## src/rtl/aq_mcb_scheduler.sv

```systemverilog
// rtl/aq_mcb_scheduler.sv - buffers capture samples and writes them to SDRAM through the MCB command port
module aq_mcb_scheduler #(
    parameter int AXNUM = 24,
    parameter int ABITS = 20,
    parameter int FBITS = 4
) (
    input  logic               clk_i,
    input  logic               rst_i,
    input  logic               aq_ce_i,
    input  logic               rd_req_i,
    input  logic               vld_i,
    input  logic [AXNUM-1:0]   ax_data_i,
    output logic               mcb_ce_o,
    output logic               mcb_wr_o,
    input  logic               mcb_rdy_i,
    output logic [ABITS-2:0]   mcb_adr_o,
    output logic [31:0]        mcb_dat_o,
    output logic               aq_done_o,
    output logic               overflow_o,
    output logic [ABITS-2:0]   words_o,
    output logic [2:0]         tart_state
);

    localparam int AW    = ABITS - 1;
    localparam int DEPTH = 1 << FBITS;

    localparam logic [2:0] S_IDLE    = 3'd0;
    localparam logic [2:0] S_CAPTURE = 3'd1;
    localparam logic [2:0] S_FLUSH   = 3'd2;
    localparam logic [2:0] S_DONE    = 3'd3;

    localparam logic [FBITS:0] LP_FULL = {1'b1, {FBITS{1'b0}}};

    logic [2:0]       r_state;
    logic [2:0]       w_next;

    logic             w_start;
    logic             w_capturing;
    logic             w_draining;

    logic [31:0]      r_mem [0:DEPTH-1];
    logic [FBITS-1:0] r_wptr;
    logic [FBITS-1:0] r_rptr;
    logic [FBITS:0]   r_count;

    logic             r_ce;
    logic [AW-1:0]    r_adr;
    logic [31:0]      r_dat;

    logic [AW-1:0]    r_addr;
    logic [AW-1:0]    r_words;
    logic             r_ovf;

    logic             w_full;
    logic             w_empty;
    logic             w_push_req;
    logic             w_push;
    logic             w_pop;
    logic             w_commit;
    logic             w_last;
    logic [31:0]      w_push_data;

    assign w_full      = (r_count == LP_FULL);
    assign w_empty     = (r_count == '0);
    assign w_push_req  = w_capturing && vld_i;
    // A pop in the same cycle does not free a slot: fullness is judged on the registered count.
    assign w_push      = w_push_req && !w_full;
    assign w_pop       = w_draining && !w_empty && !r_ce;
    assign w_commit    = r_ce && mcb_rdy_i;
    assign w_last      = w_commit && (r_adr == '1);
    assign w_push_data = 32'(ax_data_i);

    // State register.
    always_ff @(posedge clk_i or posedge rst_i) begin
        if (rst_i) begin
            r_state <= S_IDLE;
        end else begin
            r_state <= w_next;
        end
    end

    // Next-state logic; the final address commit ends acquisition from either active state.
    always_comb begin
        w_next = r_state;
        case (r_state)
            S_IDLE: begin
                if (aq_ce_i) w_next = S_CAPTURE;
            end
            S_CAPTURE: begin
                if (w_last)        w_next = S_DONE;
                else if (!aq_ce_i) w_next = S_FLUSH;
            end
            S_FLUSH: begin
                if (w_last || (w_empty && !r_ce)) w_next = S_DONE;
            end
            S_DONE: begin
                if (rd_req_i) w_next = S_IDLE;
            end
            default: w_next = S_IDLE;
        endcase
    end

    // State-decoded controls: sample intake, MCB draining, start pulse and done flag.
    always_comb begin
        w_start     = 1'b0;
        w_capturing = 1'b0;
        w_draining  = 1'b0;
        aq_done_o   = 1'b0;
        case (r_state)
            S_IDLE:    w_start = aq_ce_i;
            S_CAPTURE: begin
                w_capturing = 1'b1;
                w_draining  = 1'b1;
            end
            S_FLUSH:   w_draining = 1'b1;
            S_DONE:    aq_done_o = 1'b1;
            default:   ;
        endcase
    end

    // Sample storage; contents are don't-care until written, so no reset is needed.
    always_ff @(posedge clk_i) begin
        if (w_push) begin
            r_mem[r_wptr] <= w_push_data;
        end
    end

    // FIFO pointers and occupancy, emptied at the start of every acquisition.
    always_ff @(posedge clk_i or posedge rst_i) begin
        if (rst_i) begin
            r_wptr  <= '0;
            r_rptr  <= '0;
            r_count <= '0;
        end else if (w_start) begin
            r_wptr  <= '0;
            r_rptr  <= '0;
            r_count <= '0;
        end else begin
            if (w_push) r_wptr <= r_wptr + FBITS'(1);
            if (w_pop)  r_rptr <= r_rptr + FBITS'(1);
            r_count <= r_count + (FBITS+1)'(w_push) - (FBITS+1)'(w_pop);
        end
    end

    // Pending MCB command: loaded on pop, held until the MCB accepts it.
    always_ff @(posedge clk_i or posedge rst_i) begin
        if (rst_i) begin
            r_ce  <= 1'b0;
            r_adr <= '0;
            r_dat <= '0;
        end else if (w_commit || !w_draining) begin
            r_ce  <= 1'b0;
        end else if (w_pop) begin
            r_ce  <= 1'b1;
            r_adr <= r_addr;
            r_dat <= r_mem[r_rptr];
        end
    end

    // Write address, committed-word count and sticky overflow flag.
    always_ff @(posedge clk_i or posedge rst_i) begin
        if (rst_i) begin
            r_addr  <= '0;
            r_words <= '0;
            r_ovf   <= 1'b0;
        end else if (w_start) begin
            r_addr  <= '0;
            r_words <= '0;
            r_ovf   <= 1'b0;
        end else begin
            if (w_commit) begin
                r_addr <= r_addr + AW'(1);
                if (r_words != '1) r_words <= r_words + AW'(1);
            end
            if (w_push_req && w_full) r_ovf <= 1'b1;
        end
    end

    assign mcb_ce_o   = r_ce;
    assign mcb_wr_o   = r_ce;
    assign mcb_adr_o  = r_adr;
    assign mcb_dat_o  = r_dat;
    assign overflow_o = r_ovf;
    assign words_o    = r_words;
    assign tart_state = r_state;

endmodule
```

## config.mk

```make
export PLATFORM = sky130hd
export DESIGN_NAME = aq_mcb_scheduler
export DESIGN_NICKNAME = d
export VERILOG_FILES = /design/src/rtl/aq_mcb_scheduler.sv
export SDC_FILE = /design/constraint.sdc
export NUM_CORES = 1
export LEC_CHECK = 0
export CORE_UTILIZATION = 28
export CTS_CLUSTER_SIZE = 8
export DETAILED_ROUTE_END_ITERATION = 7
export PLACE_DENSITY = 0.53
export SLEW_MARGIN = 20
export SYNTH_ARGS = -nofsm -noshare
export SYNTH_HDL_FRONTEND = slang
export SYNTH_SLANG_ARGS = --single-unit
```

## constraint.sdc

```tcl
create_clock -name clk_i -period 5.03 [get_ports clk_i]
set_input_delay 1.2575 -clock clk_i [delete_from_list [all_inputs] [get_ports clk_i]]
set_output_delay 1.2575 -clock clk_i [all_outputs]
set_load 0.1 [all_outputs]
```

==> flow_summary.yaml, run 1 <==
status:
  status: "complete, no violations"
clocking:
  tritoncts: "built"
  hold_buffers: 0
  htreeDepth: 3
  cts_resized: 0
  cts_buffers: 71
  root_buffer: "clkbuf_16"
  cts_setup_buffers: 0
  path_clk_slew_ps: 50
  clk_latency_ps: 590
  clkSinkCount: 482
  clk_path_buf_depth: 3
finish:
  layout_commonest_cell: "edfxtp_1"
  layout-drive-gt1-share_pct: 19.2
  layout_common_cells: "edfxtp_1 (384), nand2_1 (108), clkdlybuf4s50_1 (97)"
  final_nets: 1280
  area_growth_pct: 22.2
  antennaDiodeCount: 0
die:
  core_mm2: 0.0674
  ios: 107
  die-width_um: 263
  rows: 95
  die_h_um: 263
  initial_core_util_pct: 28.4
  dieArea_mm2: 0.0694
critical_path:
  r2r_start: "r_count[2]"
  worst_ep_required_time_ps: 3770
  crit_chain: "ha_1 -> clkdlybuf4s50_1"
  cp.arrival_ps: 2410
  cpPeakStageDelay_ps: 1160
  critical_path_buf_inv_count: 1
  cp_top_family: "buffers and inverters"
  r2r_cells: 15
  worstSetupPathType: "flip-flop to output pin"
  r2r-end: "r_count[4]"
  worstPathMaxFanout: 5
  critPathSlowestCell: "clkdlybuf4s50_1"
  timing.reg2reg.setup_slack_ps: 1670
  start_kind: "flip-flop"
  endpoint_kind: "output pin"
detailed_routing:
  drc: 0
  dr.pass1.iters: 5
  vias: 10100
  wire_per_inst_um: 21.0
  drtIter0Drc: 892
  wl_um: 45200
  final_antenna_net_count: 0
  vias_per_cell: 4.69
timing:
  tns_ps: 0
  slew_headroom_pct: 28.1
  fin_crit_sh_pct: 73.0
  layout_min_cycle_time_ps: 3670
  slew_violations: 0
  fin_hold_ws_ps: 480
  worst-slew-pin-transition_ps: 1070
  finalClockSkew_ps: 23.8
  rsz0062_at_grt: "false"
  hold_viol_final: 0
  max_freq_mhz: 272
  setup_viol: 0
global_routing:
  grt_pass1_vias: 10700
  antenna_found_initial: 0
  gr-usage-all-layers_pct: 13.2
  gr-total-overflow: 0
  grt_pass1_wl_um: 69000
  grt_max_degree: 52
synth:
  ys_seq_area_share_pct: 73.1
  syn_area_per_cell_um2: 17.7
  synthesis.area_mm2: 0.0191
  ys_seq_elements: 482
  synthDistinctLibCells: 59
  synth_edf_count: 384
  synthFlopType: "edfxtp_1"
  synth_area_leaders: "edfxtp_1 (60%), dfrtp_1 (13%), mux4_2 (11%)"
  yosys.area.top_type: "edfxtp_1"
  async_reset_ff_share_pct: 20.3
  ys_warn_count: 0
  yosys.area.top_type_share_pct: 60.2
  synthCells: 1079
run:
  max_cap_viol_count: 0
power_and_ir_drop:
  p_per_area_mw_per_mm2: 564
  p_total_mw: 13.2
  p_leak_nw: 7.95
  ir_worst_vdd_uv: 478
placed_design:
  gp_congestion: 0.765
  hpwl_um: 26400
  portBuffers: 97
worst_hold_path:
  holdCritPathClass: "flip-flop to flip-flop"
  min_path_cells: 2
  min-delay-start: "mcb_dat_o[10]"
  whs_endpoint: "mcb_dat_o[10]"
## how the worst max path moves through the flow
stage	start	endpoint	slack, ps	cells after the start
finish	tart_state[0]	aq_done_o	1360	2
global route	tart_state[0]	aq_done_o	1220	2
CTS	tart_state[0]	aq_done_o	1320	2
detailed placement	vld_i	r_count[4]	1300	15
global placement	vld_i	r_count[4]	1300	15
floorplan	tart_state[0]	r_mem[3][0]	1060	5
## registers in the layout, summed over array words and instances (netlist names)
| signal | count |
|---|---|
| r_mem | 384 |
| mcb_dat_o | 24 |
| mcb_adr_o | 19 |
| r_addr | 19 |
| words_o | 19 |
| r_count | 5 |
| r_rptr | 4 |
| r_wptr | 4 |
| tart_state | 2 |
| mcb_ce_o | 1 |
| overflow_o | 1 |
## power breakdown
| group | internal [mW] | total [mW] | switching [mW] |
|---|---|---|---|
| sequential | 4.61 | 4.97 | 0.364 |
| combinational | 1.35 | 3.84 | 2.49 |
| clock | 2.69 | 4.40 | 1.71 |
## metal layers
metal / up-vias / routed length [µm] / GRT usage [%]
met5: - / 0 / 0
met4: 0 / 837 / 3.48
met3: 70 / 2130 / 2.92
met2: 250 / 21500 / 21.0
met1: 5299 / 20700 / 18.3
li1: 4494 / - / -
## per-stage QoR
stage | instances | setup slack [ps] | util (%) | instance area [µm²]
global placement | 2032 | 1300 | 31.6 | 21300
global route | 2155 | 1220 | 34.7 | 23400
floorplan | 1087 | 1060 | - | 19200
detailed placement | 2032 | 1300 | 31.6 | 21300
finish | 2155 | 1360 | 34.7 | 23400
CTS | 2155 | 1320 | 34.7 | 23400
## synth_stat cells, types with 5 or more instances
cell type,count
buf_1,5
mux4_2,96
nand3_1,17
dfrtp_1,98
clkbuf_1,13
ha_1,17
xor2_1,24
nand4_1,12
nand2_1,108
buf_2,24
nor2_1,68
mux2i_1,24
o211ai_1,20
a21oi_1,11
a22oi_1,19
nor3_1,11
buf_4,15
edfxtp_1,384
inv_1,19
xnor2_1,16
o21ai_0,12
and3_1,8
## cell type report
type | instances | area (µm²)
inverter | 20 | 77.6
multi-input combinational | 527 | 4890
tap | 873 | 1090
clock inverter | 7 | 108
clock buffer | 116 | 1980
fill | 6323 | 44000
timing repair buffer | 130 | 1260
sequential | 482 | 14000
## logic make-up after synthesis
| logic type | synth area share (%) |
|---|---|
| compound gates | 2.86 |
| xor+xnor | 1.83 |
| fa+ha+maj | 1.22 |
| buf+inv | 1.99 |
| flops | 73.1 |
| mux | 12.8 |
| other cells | 0.0196 |
| simple gates | 6.26 |
## worst min-delay path, delay by kind of cell, from the launching register on
family | cells | cell delay, ps
AND/OR/NAND/NOR | 2 | 100
flip-flops | 1 | 340
Note: power is estimated with default switching activity, not from simulation.
==> inputs of run 2 (changes only) <==
--- a/config.mk
+++ b/config.mk
@@ -8,7 +8,7 @@
 export CORE_UTILIZATION = 28
 export CTS_CLUSTER_SIZE = 8
 export DETAILED_ROUTE_END_ITERATION = 7
-export PLACE_DENSITY = 0.53
+export PLACE_DENSITY = 0.55
 export SLEW_MARGIN = 20
 export SYNTH_ARGS = -nofsm -noshare
 export SYNTH_HDL_FRONTEND = slang
==> constraint.sdc (replaced) <==
create_clock -name clk_i -period 3.2 [get_ports clk_i]
set_input_delay 0.8 -clock clk_i [delete_from_list [all_inputs] [get_ports clk_i]]
set_output_delay 0.8 -clock clk_i [all_outputs]
set_load 0.1 [all_outputs]
==> flow_summary.yaml, run 2 (synthesis gave the netlist of run 1 again) <==
status:
  status: "complete, no violations"
detailed_routing:
  final_antenna_net_count: 0
  met1_length_um: 19700
  wl_met2_um: 21200
  top_layer_used: "met5"
  dr.pass1.iters: 4
  vias_per_cell: 4.70
  vias: 10200
  wire_per_inst_um: 20.4
  drtIter0Drc: 599
  drc: 0
  routed-wl-met3_um: 2140
  wl_um: 44100
global_routing:
  gr-total-overflow: 0
  antenna_found_initial: 2
  grt_pass1_wl_um: 67100
  gr-usage-all-layers_pct: 12.8
  grt_max_degree: 52
  grt_pass1_vias: 10600
critical_path:
  start_kind: "flip-flop"
  worstSetupPathType: "flip-flop to flip-flop"
  worst_ep_required_time_ps: 3700
  worstPathMaxFanout: 3
  cp.arrival_ps: 3390
  endpoint_kind: "flip-flop"
timing:
  rsz0062_at_grt: "false"
  worst-slew-pin-transition_ps: 745
  setup_viol: 0
  slew_headroom_pct: 50.3
  fin_crit_sh_pct: 90.3
  worst_slack_ps: 310
  layout_min_cycle_time_ps: 2890
  finalClockSkew_ps: 21.3
  max_freq_mhz: 346
  tns_ps: 0
  hold_viol_final: 0
  slew_violations: 0
finish:
  top_register: "r_mem"
  layout_common_cells: "edfxtp_1 (384), nand2_1 (108), buf_4 (106)"
  area_growth_pct: 22.3
  layout_commonest_cell: "edfxtp_1"
  final_nets: 1295
  layout-drive-gt1-share_pct: 25.5
  fin_util_pct: 34.7
  antennaDiodeCount: 0
  largest_reg_flops: 384
power_and_ir_drop:
  p_leak_nw: 8.12
  ir_worst_vdd_uv: 751
  p_per_area_mw_per_mm2: 876
worst_hold_path:
  holdCritPathClass: "flip-flop to flip-flop"
die:
  ios: 107
  dieArea_mm2: 0.0694
  core_mm2: 0.0674
  die-width_um: 263
  initial_core_util_pct: 28.4
  rows: 95
  die_h_um: 263
placed_design:
  pre_cts_ws_ps: 39.8
  portBuffers: 97
  gp_congestion: 0.772
  hpwl_um: 25900
clocking:
  root_buffer: "clkbuf_16"
  clk_path_buf_depth: 3
  htreeDepth: 3
  hold_buffers: 0
  clk_latency_ps: 590
  cts_resized: 0
  cts_setup_buffers: 0
  path_clk_slew_ps: 50
  cts_buffers: 70
  tritoncts: "built"
  clkSinkCount: 482
run:
  max_cap_viol_count: 0
run 2: changes by cell type in the layout (fill, tap and decap cells not counted), sizes merged:
| cell | delta |
|---|---|
| clkbuf | -7 |
| buf | +84 |
| clkdlybuf4s50 | -68 |
| inv | -1 |
run 2: path summary, 6_finish.rpt:
kind,start,endpoint,slack [ps],cells past startpoint
min in group asynchronous,rst_i,words_o[17],650,2
hold reg to reg,mcb_dat_o[10],mcb_dat_o[10],470,2
hold / removal,mcb_dat_o[10],mcb_dat_o[10],470,2
max in group asynchronous,rst_i,r_rptr[2],1910,3
setup / recovery,r_count[3],r_count[4],310,15
setup reg to reg,r_count[3],r_count[4],310,15
run 2: layout make-up:
cell class / count / area, µm²
Clock buffer: 109 / 1910
Inverter: 20 / 78.8
Sequential cell: 482 / 14000
Tap cell: 873 / 1090
Timing Repair Buffer: 146 / 1310
Fill cell: 6291 / 44000
Multi-Input combinational cell: 527 / 4910
Clock inverter: 6 / 110
run 2: power by group:
part	switching [mW]	internal, mW
Clock	2.64	4.09
Combinational	3.86	2.10
Sequential	0.558	7.24
run 2: critical path, stage by stage, from the launching register on:
cell and delay, ps:
dfrtp_1 380, inv_1 90, ha_1 160, or4b_1 510, nand3b_2 120, inv_2 40, ha_1 260, inv_1 40
ha_1 180, inv_1 70, fa_1 200, inv_1 50, a21oi_1 130, nor2_1 70, or3_1 360, a21oi_1 160
run 2: metal layers:
layer | GRT usage [%] | vias up
met5 | 0 | -
met4 | 4.05 | 4
met3 | 3.05 | 81
met2 | 20.8 | 257
met1 | 17.0 | 5309
li1 | - | 4520
run 2: per-stage QoR:
stage | hold slack (ps) | cell area [µm²] | instances | power [mW]
floorplan | 459 | 19200 | 1087 | 12.3
CTS | 485 | 23400 | 2163 | 20.8
global placement | 468 | 21400 | 2048 | 13.9
finish | 474 | 23400 | 2163 | 20.5
global route | 507 | 23400 | 2163 | 21.4
detailed placement | 472 | 21400 | 2048 | 14.0
==> inputs of run 3 (changes only) <==
--- a/config.mk
+++ b/config.mk
@@ -9,6 +9,7 @@
 export CTS_CLUSTER_SIZE = 8
 export DETAILED_ROUTE_END_ITERATION = 7
 export PLACE_DENSITY = 0.55
+export REMOVE_ABC_BUFFERS = 1
 export SLEW_MARGIN = 20
 export SYNTH_ARGS = -nofsm -noshare
 export SYNTH_HDL_FRONTEND = slang
==> flow_summary.yaml, run 3 (synthesis gave the netlist of run 1 again) <==
status:
  status: "complete, no violations"
placed_design:
  hpwl_um: 26600
  pre_cts_ws_ps: 5.10
  gp_congestion: 0.729
  place_inst: 2056
  portBuffers: 97
finish:
  top_register: "r_mem"
  final_nets: 1303
  fin_cells: 2173
  antennaDiodeCount: 0
  n_fill_cell: 6322
  area_growth_pct: 22.2
  layout-drive-gt1-share_pct: 25.8
  largest_reg_flops: 384
  layout_commonest_cell: "edfxtp_1"
  layout_common_cells: "edfxtp_1 (384), buf_4 (119), nand2_1 (108)"
critical_path:
  cp.arrival_ps: 3430
  r2r_start: "r_count[3]"
  start_kind: "flip-flop"
  r2r-end: "r_count[4]"
  timing.reg2reg.setup_slack_ps: 280
  worstSetupPathType: "flip-flop to flip-flop"
  crit_end: "r_count[4]"
  crit_chain: "inv_1 -> ha_1 -> or4b_1 -> nand3b_2 -> inv_2 -> ha_1 -> inv_1 -> ha_1 -> inv_1 -> fa_1 -> inv_1 -> a21oi_1 -> nor2_1 -> or3_1 -> a21oi_1"
  worst_ep_required_time_ps: 3710
  r2r_cells: 15
  cp-startpoint: "r_count[3]"
  endpoint_kind: "flip-flop"
  worstPathMaxFanout: 3
  cpMostUsedCell: "inv_1"
  critPathSlowestCell: "or4b_1"
  cpPeakStageDelay_ps: 520
timing:
  finalClockSkew_ps: 27.7
  setup_viol: 0
  slew_violations: 0
  fin_crit_sh_pct: 91.3
  worst-slew-pin-transition_ps: 940
  max_freq_mhz: 342
  hold_viol_final: 0
  rsz0062_at_grt: "false"
  layout_min_cycle_time_ps: 2920
  slew_headroom_pct: 37.3
  worst_slack_ps: 279
global_routing:
  antenna_found_initial: 1
  grt_pass1_wl_um: 67000
  grt_pass1_vias: 10600
  grt_max_degree: 62
  gr-usage-all-layers_pct: 12.9
  gr-total-overflow: 0
die:
  initial_core_util_pct: 28.4
  die_h_um: 263
  die-width_um: 263
  core_mm2: 0.0674
  rows: 95
  dieArea_mm2: 0.0694
  ios: 107
power_and_ir_drop:
  combPwrFrac_pct: 29.4
  seq_power_share_pct: 37.6
  p_per_area_mw_per_mm2: 880
  switching_share_pct: 34.3
  p_sw_mw: 7.06
  p_leak_nw: 8.18
  ir_worst_vdd_uv: 596
  power_frac_clock_pct: 33.0
  internal_power_mw: 13.5
detailed_routing:
  wl_um: 44100
  final_antenna_net_count: 0
  wire_per_inst_um: 20.3
  drc: 0
  vias_per_cell: 4.69
  vias: 10200
  dr.pass1.iters: 5
  drtIter0Drc: 608
clocking:
  cts_setup_buffers: 0
  root_buffer: "clkbuf_16"
  hold_buffers: 0
  htreeDepth: 3
  clkSinkCount: 482
  cts_resized: 0
  tritoncts: "built"
  path_clk_slew_ps: 50
  cts_buffers: 70
  clk_latency_ps: 600
  clk_path_buf_depth: 3
worst_hold_path:
  holdCritPathClass: "flip-flop to flip-flop"
run:
  max_cap_viol_count: 0
[run 3: changes by cell type in the layout (fill, tap and decap cells not counted), sizes merged]
cell | before | now
inv | 21 | 23
buf | 117 | 125
clkbuf | 109 | 111
clkinv | 4 | 3
clkinvlp | 1 | 0
[run 3: layout make-up]
cell class	count	area, µm²	area share, %
Tap cell	873	1090	4.67
Inverter	20	77.6	0.332
Clock buffer	111	1940	8.28
Sequential cell	482	14000	59.8
Timing Repair Buffer	154	1300	5.57
Clock inverter	6	100	0.428
Multi-Input combinational cell	527	4890	20.9
[run 3: worst min-delay path by stage]
| stage | start | end | slack, ps | depth (start not counted) |
|---|---|---|---|---|
| 2_1_floorplan | r_addr[18] | mcb_adr_o[18] | 460 | 2 |
| 3_3_place_gp | mcb_dat_o[9] | mcb_dat_o[9] | 470 | 2 |
| 3_5_place_dp | mcb_dat_o[9] | mcb_dat_o[9] | 470 | 2 |
| 4_1_cts | mcb_dat_o[9] | mcb_dat_o[9] | 480 | 2 |
| 5_1_grt | mcb_dat_o[9] | mcb_dat_o[9] | 490 | 2 |
| 6_report | mcb_dat_o[9] | mcb_dat_o[9] | 470 | 2 |
[run 3: worst max-delay path, delay by kind of cell, from the launching register on]
kind            cells  cell delay, ps
compound gates      2             280
fa+ha+maj           4             810
buf+inv             5             300
flops               1             390
simple gates        4            1060
[run 3: power groups by stage]
stage,logic (mW),registers (mW),clock network [mW]
after floorplan,2.85,9.48,0
after global routing,6.51,7.80,7.25
after detailed placement,6.17,7.86,0
final,6.05,7.74,6.80
after CTS,6.18,7.75,6.99
after global placement,6.09,7.85,0
[run 3: through the flow]
step / utilization [%] / TNS [ps] / hold slack, ps / total power, mW / cell area, µm²
after floorplan: - / -148670 / 459 / 12.3 / 18900
after global placement: 31.7 / 0 / 474 / 13.9 / 21400
after detailed placement: 31.7 / 0 / 466 / 14.0 / 21400
after CTS: 34.7 / 0 / 478 / 20.9 / 23400
after global routing: 34.7 / 0 / 494 / 21.6 / 23400
final: 34.7 / 0 / 470 / 20.6 / 23400
[run 3: metal layers]
layer / GRT usage, % / vias to the layer above / share of wire [%]
met3: 2.82 / 81 / 4.4
met2: 20.8 / 245 / 48
met4: 3.97 / 2 / 2.3
met1: 17.3 / 5315 / 45
met5: 0 / - / 0.029
li1: - / 4546 / -
